## src/rtl/pc_fetch_unit.sv

```systemverilog
// Program-counter register and instruction-fetch sequencer.
// Fetches one instruction at a time from instruction memory (req/ready),
// holds it for decode (valid/ack) and advances the PC when it retires.
module pc_fetch_unit #(
    parameter int unsigned             ADDR_W   = 19,
    parameter int unsigned             INSTR_W  = 21,
    parameter logic [ADDR_W-1:0]       RESET_PC = '0
) (
    input  logic               i_clk,
    input  logic               i_rst_n,
    // instruction memory
    output logic               o_imem_req,
    output logic [ADDR_W-1:0]  o_imem_addr,
    input  logic [INSTR_W-1:0] i_imem_rdata,
    input  logic               i_imem_ready,
    // decode side
    output logic [INSTR_W-1:0] o_instr,
    output logic               o_instr_valid,
    input  logic               i_instr_ack,
    // next-PC interface
    output logic [ADDR_W-1:0]  o_pc,
    output logic [ADDR_W-1:0]  o_inc_pc,
    input  logic               i_pc_src,
    input  logic [ADDR_W-1:0]  i_target_addr,
    // halt control
    input  logic               i_halt,
    output logic               o_halted
);

    typedef enum logic [1:0] {
        StIdle,
        StFetch,
        StHold,
        StHalted
    } state_e;

    state_e               r_state;
    state_e               w_state_next;
    logic [ADDR_W-1:0]    r_pc;
    logic [ADDR_W-1:0]    w_pc_next;
    logic [INSTR_W-1:0]   r_instr;
    logic [INSTR_W-1:0]   w_instr_next;
    logic [ADDR_W-1:0]    w_inc_pc;

    // PC+1 wraps naturally at the ADDR_W boundary
    assign w_inc_pc = r_pc + {{(ADDR_W-1){1'b0}}, 1'b1};

    // State register
    always_ff @(posedge i_clk or negedge i_rst_n) begin
        if (!i_rst_n) begin
            r_state <= StIdle;
        end else begin
            r_state <= w_state_next;
        end
    end

    // Next-state logic
    always_comb begin
        w_state_next = r_state;
        unique case (r_state)
            StIdle:   w_state_next = i_halt ? StHalted : StFetch;
            // halt is deliberately not sampled while a fetch is outstanding
            StFetch:  if (i_imem_ready) w_state_next = StHold;
            StHold: begin
                if (i_instr_ack) begin
                    w_state_next = i_halt ? StHalted : StFetch;
                end
            end
            StHalted: w_state_next = StHalted;
            default:  w_state_next = StIdle;
        endcase
    end

    // PC and instruction datapath registers
    always_ff @(posedge i_clk or negedge i_rst_n) begin
        if (!i_rst_n) begin
            r_pc    <= RESET_PC;
            r_instr <= '0;
        end else begin
            r_pc    <= w_pc_next;
            r_instr <= w_instr_next;
        end
    end

    // Capture the fetched word in FETCH, advance the PC on retire in HOLD
    always_comb begin
        w_pc_next    = r_pc;
        w_instr_next = r_instr;
        if (r_state == StFetch && i_imem_ready) begin
            w_instr_next = i_imem_rdata;
        end
        if (r_state == StHold && i_instr_ack) begin
            w_pc_next = i_pc_src ? i_target_addr : w_inc_pc;
        end
    end

    // Moore outputs decoded from state
    always_comb begin
        o_imem_req    = 1'b0;
        o_instr_valid = 1'b0;
        o_halted      = 1'b0;
        unique case (r_state)
            StIdle:   ;
            StFetch:  o_imem_req    = 1'b1;
            StHold:   o_instr_valid = 1'b1;
            StHalted: o_halted      = 1'b1;
            default:  ;
        endcase
    end

    assign o_imem_addr = r_pc;
    assign o_pc        = r_pc;
    assign o_inc_pc    = w_inc_pc;
    assign o_instr     = r_instr;

endmodule
```

## config.mk

```make
export PLATFORM = sky130hd
export DESIGN_NAME = pc_fetch_unit
export DESIGN_NICKNAME = d
export VERILOG_FILES = /design/src/rtl/pc_fetch_unit.sv
export SDC_FILE = /design/constraint.sdc
export NUM_CORES = 1
export LEC_CHECK = 0
export BUFFER_PORTS_ARGS = -buffer_cell sky130_fd_sc_hd__buf_2
export CORE_ASPECT_RATIO = 1.4
export CORE_MARGIN = 2
export CORE_UTILIZATION = 50
export DETAILED_ROUTE_END_ITERATION = 8
export HOLD_SLACK_MARGIN = 0.03
export PLACE_DENSITY = 0.86
export SYNTH_ARGS = -nofsm -noshare
export SYNTH_HDL_FRONTEND = slang
export SYNTH_SLANG_ARGS = --single-unit
export TNS_END_PERCENT = 50
```

## constraint.sdc

```tcl
create_clock -name i_clk -period 2.6 [get_ports i_clk]
set_input_delay 0.52 -clock i_clk [delete_from_list [all_inputs] [get_ports i_clk]]
set_output_delay 0.52 -clock i_clk [all_outputs]
set_load 0.03 [all_outputs]
```

==> metrics.md, run 1 <==
| Metric | Value |
|---|---|
| Pre-antenna DRT Iters | `4` |
| Gate Count Post-Synth | `approximately 250` |
| Async set or reset register ratio after synthesis | `100%` |
| Pin count of the biggest net entering global routing | `43` |
| Logic gate share of total power | `54.7%` |
| Minimum clock period | `about 2.5 ns` |
| Worst-path fanout max | `9` |
| Starting density of the core | `52.2%` |
| Switching share of power | `approximately half` |
| CTS hold repair buffers | `0` |
| Reg2reg setup slack | `0.77 ns` |
| Post-DP HPWL | `~4600 µm` |
| Worst setup path startpoint | `o_imem_addr[0]` |
| CP Launch Type | `register` |
| R2r startpoint | `r_state[0]` |
| Worst setup margin | `approximately 0.084 ns` |
| DRC | `0` |
| Pleak | `1.59 nW` |
| P_int | `2.06 mW` |
| CTS sink count | `42` |
| R2r endpoint | `o_instr[7]` |
| Root Buffer | `clkbuf_8` |
| Min-delay worst type | `input pin to asynchronous set/reset pin` |
| Run status | `finished, final reports clean` |
| First-pass GRT wire length | `roughly 10000 µm` |
| Post-synth cell types | `54` |
| Via Count | `2256` |
| Post-synth EDFFs | `0` |
| Worst-skew pair later-pin latency | `~0.30 ns` |
| Vias per inst | `about 5.4` |
| Clk_skew | `between 0.008 and 0.009 ns` |
| Antenna fix cells | `0` |
| Global route total overflow | `0` |
| Drt total wl | `6340 µm` |
| FP Rows | `30` |
| Net Sw Power | `roughly 2.2 mW` |
| Port Buffer Count | `roughly 130` |
| Seq cells post-synth | `42` |
| Top post-synthesis cells by area | `dfrtp_1, mux2_2, buf_4` |
| Clock transition at path regs | `around 0.09 ns` |
| Die area | `roughly 5700 µm²` |
| Syn Nets | `300` |
| Slew margin rel. | `38.3%` |
| Fmax | `around 400 MHz` |
| Die span in x | `between 60 and 70 µm` |
| Critical Path End Type | `output pin` |
| CTS tree | `done` |
| IO Pins | `~130` |
| Synth Area per Inst | `between 10 and 15 µm²` |
| Routed len/inst | `15.1 µm` |
| Layout cell share with drive strength beyond 1 | `~50%` |
| Max VDD drop | `758 µV` |
| Clock share of power | `~15%` |
| DR iter-0 viols | `between 100 and 150` |
| Post-synth top area cell | `dfrtp_1` |
| Max-cap viol count | `0` |
| PwrDens | `around 1300 nW/µm²` |
| Netlist Area Pre-Place | `roughly 2500 µm²` |
| Yosys warns | `0` |
| Final Max Slew Viols | `0` |
| Critical Path End | `o_inc_pc[18]` |
| Nets | `between 400 and 500` |
| WP data required | `roughly 2.1 ns` |
| Finished Core Util | `66.1%` |
| Final setup violation count | `0` |
| Slew @ Worst Pin | `just over 0.9 ns` |
| Core area | `a little under 5000 µm²` |
| H-tree Lvls | `2` |
| Sequential power share | `between 30% and 40%` |
| Pre-CTS setup slack | `about 0.26 ns` |
| CTS Buf Count | `5` |
| Arr. time, crit path | `roughly 2.0 ns` |
| Post-synth top flop | `dfrtp_1` |
| GRT Total Usage | `between 20 and 25%` |
| Initial antenna violation count | `0` |
| Sequential share of the synthesized area | `41.3%` |
| Number of fill cells | `between 400 and 500` |
| Final hold violation count | `0` |
| Crit Path Category | `register to output pin` |
| Antenna-violating nets left | `0` |
| Clock buffer depth | `2` |
| Setup tns final | `0 ns` |
| Final Cycle Share | `around 97%` |
| R2R cell count | `4` |
| Area Growth Syn to Fin | `26.6%` |
| Final Wtd Congestion | `between 0.8 and 0.9` |
| Vias in the first global route | `around 2.1k` |
| Die height | `approximately 88 µm` |
| Synth top area share | `slightly above 40%` |
cell type report:
cell class              count  area (µm²)  share of cell area (%)
well taps                  64        80.1                    2.48
clock buffers               5        68.8                    2.13
multi-input cells         168        1250                    38.7
flip-flops and latches     42        1060                    32.9
repair buffers            131         668                    20.7
clock inverters             3        68.8                    2.13
inverters                   8        30.0                   0.931
synthesized netlist by cell type (all sizes together), types with 3 or more instances:
library cell	count
a21o	3
xnor2	11
mux2i	4
inv	7
a21oi	14
nor3	7
and3	4
nor2	13
nand4	5
nor4	4
nand3	20
clkbuf	6
xor2	6
dfrtp	42
o21ai	7
a31oi	4
mux2	21
buf	29
nand2	15
worst max-delay path, cell delays in order, from the launching register on:
cell	delay (ns)
dfrtp_2	0.44
ha_2	0.26
nand3_4	0.17
nor3_1	0.33
nand2_1	0.15
xnor2_1	0.15
buf_2	0.21
worst min-delay path by stage:
| stage | from | end | slack [ns] | cells after the start |
|---|---|---|---|---|
| floorplan | i_rst_n | o_imem_addr[0] | 0.22 | 0 |
| global placement | o_instr[7] | o_instr[7] | 0.48 | 1 |
| detailed placement | o_instr[16] | o_instr[16] | 0.49 | 1 |
| CTS | i_rst_n | o_imem_addr[3] | 0.39 | 1 |
| global route | i_rst_n | o_imem_addr[3] | 0.44 | 1 |
| finish | i_rst_n | o_imem_addr[3] | 0.36 | 1 |
layout by cell type, fill, tap and decap left out, types with 3 or more instances in the layout:
master    netlist  final
buf_2           5    126
dfrtp_1        42     34
mux2_2         21     21
nand3_1        17     16
nand2_1        15     15
a21oi_1        14     14
nor2_1         13     12
xnor2_1        11     11
dfrtp_2         0      8
inv_1           7      7
o21ai_0         7      7
nor3_1          6      6
xor2_1          6      6
clkbuf_8        1      5
buf_4          22      5
nand4_1         4      4
mux2i_1         4      4
a31oi_1         4      4
and3_1          3      3
a21o_1          3      3
per-layer routing:
layer,vias up,share of wire (%),GRT usage [%]
li1,1085,-,-
met1,1070,40,27.3
met2,96,51,38.9
met3,5,8.3,6.23
met4,0,0.82,5.61
met5,-,0,0
cells by family after synthesis:
family / synth area share, %
xor gates and xnor gates: 5.84
muxes: 10.9
buffers and inverters: 11.0
DFF: 41.3
AOI/OAI and AO/OA: 11.2
and+or+nand+nor: 19.4
adders and majority gates: 0.491
power groups by stage:
stage / sequential [mW] / combinational (mW) / clock [mW]
6_report: 1.30 / 2.31 / 0.622
3_3_place_gp: 1.26 / 2.29 / 0
5_1_grt: 1.35 / 2.46 / 0.657
3_5_place_dp: 1.27 / 2.32 / 0
4_1_cts: 1.27 / 2.33 / 0.638
2_1_floorplan: 1.73 / 1.36 / 0
per-stage QoR:
step	std cells	instance area [µm²]	hold slack (ns)	power, mW
after floorplan	253	2550	0.224	3.09
after global placement	412	3040	0.483	3.55
after detailed placement	412	3040	0.487	3.60
after CTS	420	3190	0.386	4.24
after global routing	421	3230	0.437	4.47
final	421	3230	0.355	4.23
registers in the layout, indices dropped and copies added, names as in the netlist:
signal       cells
o_imem_addr     19
o_instr         21
r_state          2
timing repair:
item | CTS | global route
resized for setup | 3 | 11
setup endpoints to repair | 4 | 7
buffers inserted | 0 | 1
pin swaps | 0 | 2
No activity file was read; power rests on OpenSTA's default activity.
==> run 2, diff against run 1 <==
==> constraint.sdc (replaced) <==
create_clock -name i_clk -period 2.6 [get_ports i_clk]
set_input_delay 0 -clock i_clk [delete_from_list [all_inputs] [get_ports i_clk]]
set_output_delay 0 -clock i_clk [all_outputs]
set_load 0.03 [all_outputs]
==> run 2 against run 1 <==
- die area did not move
- critical endpoint is now o_inc_pc[10]
- global-route usage rose by 3.9 points
- worst setup slack improved by 0.38 ns
- largest cell class unchanged
- first-iteration DRC count rose by 5.6%
- power fell by 1.1%
- design area rose by 8.9%
- routed wire length rose by 14%
- combinational power rose by 3%
- clock skew fell by 0.0015 ns
- sequential cell count did not move
==> metrics.md, run 2 (synthesis gave the netlist of run 1 again) <==
| Metric | Value |
|---|---|
| IO Pins | `~130` |
| Setup tns final | `0 ns` |
| Drt total wl | `7220 µm` |
| DRC | `0` |
| Routed len/inst | `between 15 and 20 µm` |
| Crit Path Category | `register to output pin` |
| Fmax | `468 MHz` |
| CTS tree | `done` |
| FP Rows | `30` |
| Largest register FFs | `21` |
| Final Max Slew Viols | `0` |
| Max-cap viol count | `0` |
| Design area | `around 3500 µm²` |
| Commonest cells after routing, fill and taps aside | `buf_2, dfrtp_1, dlygate4sd3_1` |
| CP Launch Type | `register` |
| Via Count | `2412` |
| First-pass GRT wire length | `11500 µm` |
| Starting density of the core | `52.2%` |
| Pre-antenna DRT Iters | `4` |
| Clk_skew | `0.00718 ns` |
| Met3 wire length | `between 500 and 600 µm` |
| Post-DP HPWL | `roughly 4600 µm` |
| Antenna fix cells | `0` |
| Vias in the first global route | `roughly 2.4k` |
| CTS Buf Count | `5` |
| Critical Path End Type | `output pin` |
| Placed insts | `411` |
| Worst-skew pair later-pin latency | `just under 0.3 ns` |
| Worst setup margin | `between 0.4 and 0.5 ns` |
| Pleak | `about 1.7 nW` |
| Die height | `88.5 µm` |
| WP data required | `2.60 ns` |
| Root Buffer | `clkbuf_8` |
| Commonest non-fill, non-tap cell in the layout | `buf_2` |
| Clock buffer depth | `2` |
| CTS hold repair buffers | `37` |
| CTS sink count | `42` |
| Final setup violation count | `0` |
| Arr. time, crit path | `around 2.1 ns` |
| Layout cell share with drive strength beyond 1 | `between 40% and 50%` |
| Worst-path fanout max | `9` |
| Vias per inst | `between 5 and 6` |
| Area Growth Syn to Fin | `37.9%` |
| Finished Core Util | `between 70% and 80%` |
| Final Wtd Congestion | `0.806` |
| DR iter-0 viols | `approximately 130` |
| Non-Filler Instances | `between 400 and 500` |
| Die span in x | `approximately 64 µm` |
| PwrDens | `1190 nW/µm²` |
| Minimum clock period | `2.14 ns` |
| Number of fill cells | `346` |
| Run status | `finished, final reports clean` |
| Slew margin rel. | `between 30% and 40%` |
| Antenna-violating nets left | `0` |
| Min-delay worst type | `input pin to register` |
| Max layer used | `met4` |
| Die area | `between 5000 and 6000 µm²` |
| GRT Total Usage | `about a quarter` |
| Unrepaired setup endpoints after global routing | `no` |
| Routed wl met2 | `3810 µm` |
| Max VDD drop | `around 930 µV` |
| Initial antenna violation count | `0` |
| Nets | `roughly 440` |
| Slew @ Worst Pin | `between 0.9 and 1 ns` |
| Final Cycle Share | `between 80% and 90%` |
| # resized after CTS | `0` |
| Clock transition at path regs | `approximately 0.080 ns` |
| Core area | `4880 µm²` |
| Pre-CTS setup slack | `between 0.7 and 0.8 ns` |
| Post-CTS setup buffer count | `0` |
| Final hold violation count | `0` |
| Met1 Wirelength | `approximately 2800 µm` |
| Cell Area, Placed | `3030 µm²` |
| Pin count of the biggest net entering global routing | `43` |
| Port Buffer Count | `about 130` |
| Global route total overflow | `0` |
| H-tree Lvls | `2` |
## run 2: worst paths after layout
| path | startpoint | end | slack, ns | depth (start not counted) |
|---|---|---|---|---|
| worst max-delay path | o_imem_addr[0] | o_inc_pc[10] | 0.46 | 6 |
| worst min-delay path | i_target_addr[6] | o_imem_addr[6] | 0.03 | 4 |
| worst max register to register | r_state[0] | o_instr[13] | 0.74 | 4 |
| worst min register to register | o_instr[16] | o_instr[16] | 0.51 | 1 |
| max in group asynchronous | i_rst_n | o_imem_addr[15] | 1.61 | 2 |
| min in group asynchronous | i_rst_n | o_instr[2] | 0.40 | 2 |
## run 2: per-stage QoR
stage	power, mW	hold slack, ns
6_report	4.19	0.0275
4_1_cts	4.16	0.0307
3_3_place_gp	3.54	0.198
2_1_floorplan	3.09	-0.296
5_1_grt	4.41	0.0497
3_5_place_dp	3.60	0.185
## run 2: final cells by class
cell class / instances / area [µm²] / share of cell area [%]
clock buffer: 6 / 72.6 / 2.07
tap: 64 / 80.1 / 2.28
sequential: 42 / 1050 / 29.9
clock inverter: 2 / 37.5 / 1.07
multi-input combinational: 168 / 1220 / 34.7
timing repair buffer: 166 / 1020 / 29.1
inverter: 8 / 30.0 / 0.855
## run 2: routing by layer
metal  vias to the layer above  GRT usage [%]
met3                         6           6.62
met4                         0           7.35
met2                       113           47.4
li1                       1157              -
met1                      1136           30.7
met5                         -              0
## run 2: worst max-delay path: stages (launching register included)
cell and delay, ns:
dfrtp_1 0.48, ha_1 0.30, nand3_2 0.23, nor2_1 0.27
nand3_1 0.16, xnor2_1 0.18, buf_2 0.23
## run 2: power by group
part | total, mW | switching [mW] | internal [mW] | leakage (nW)
Combinational | 2.38 | 1.61 | 0.768 | 1.17
Sequential | 1.29 | 0.360 | 0.932 | 0.491
Clock | 0.517 | 0.231 | 0.287 | 0.0514
Total | 4.19 | 2.20 | 1.99 | 1.72
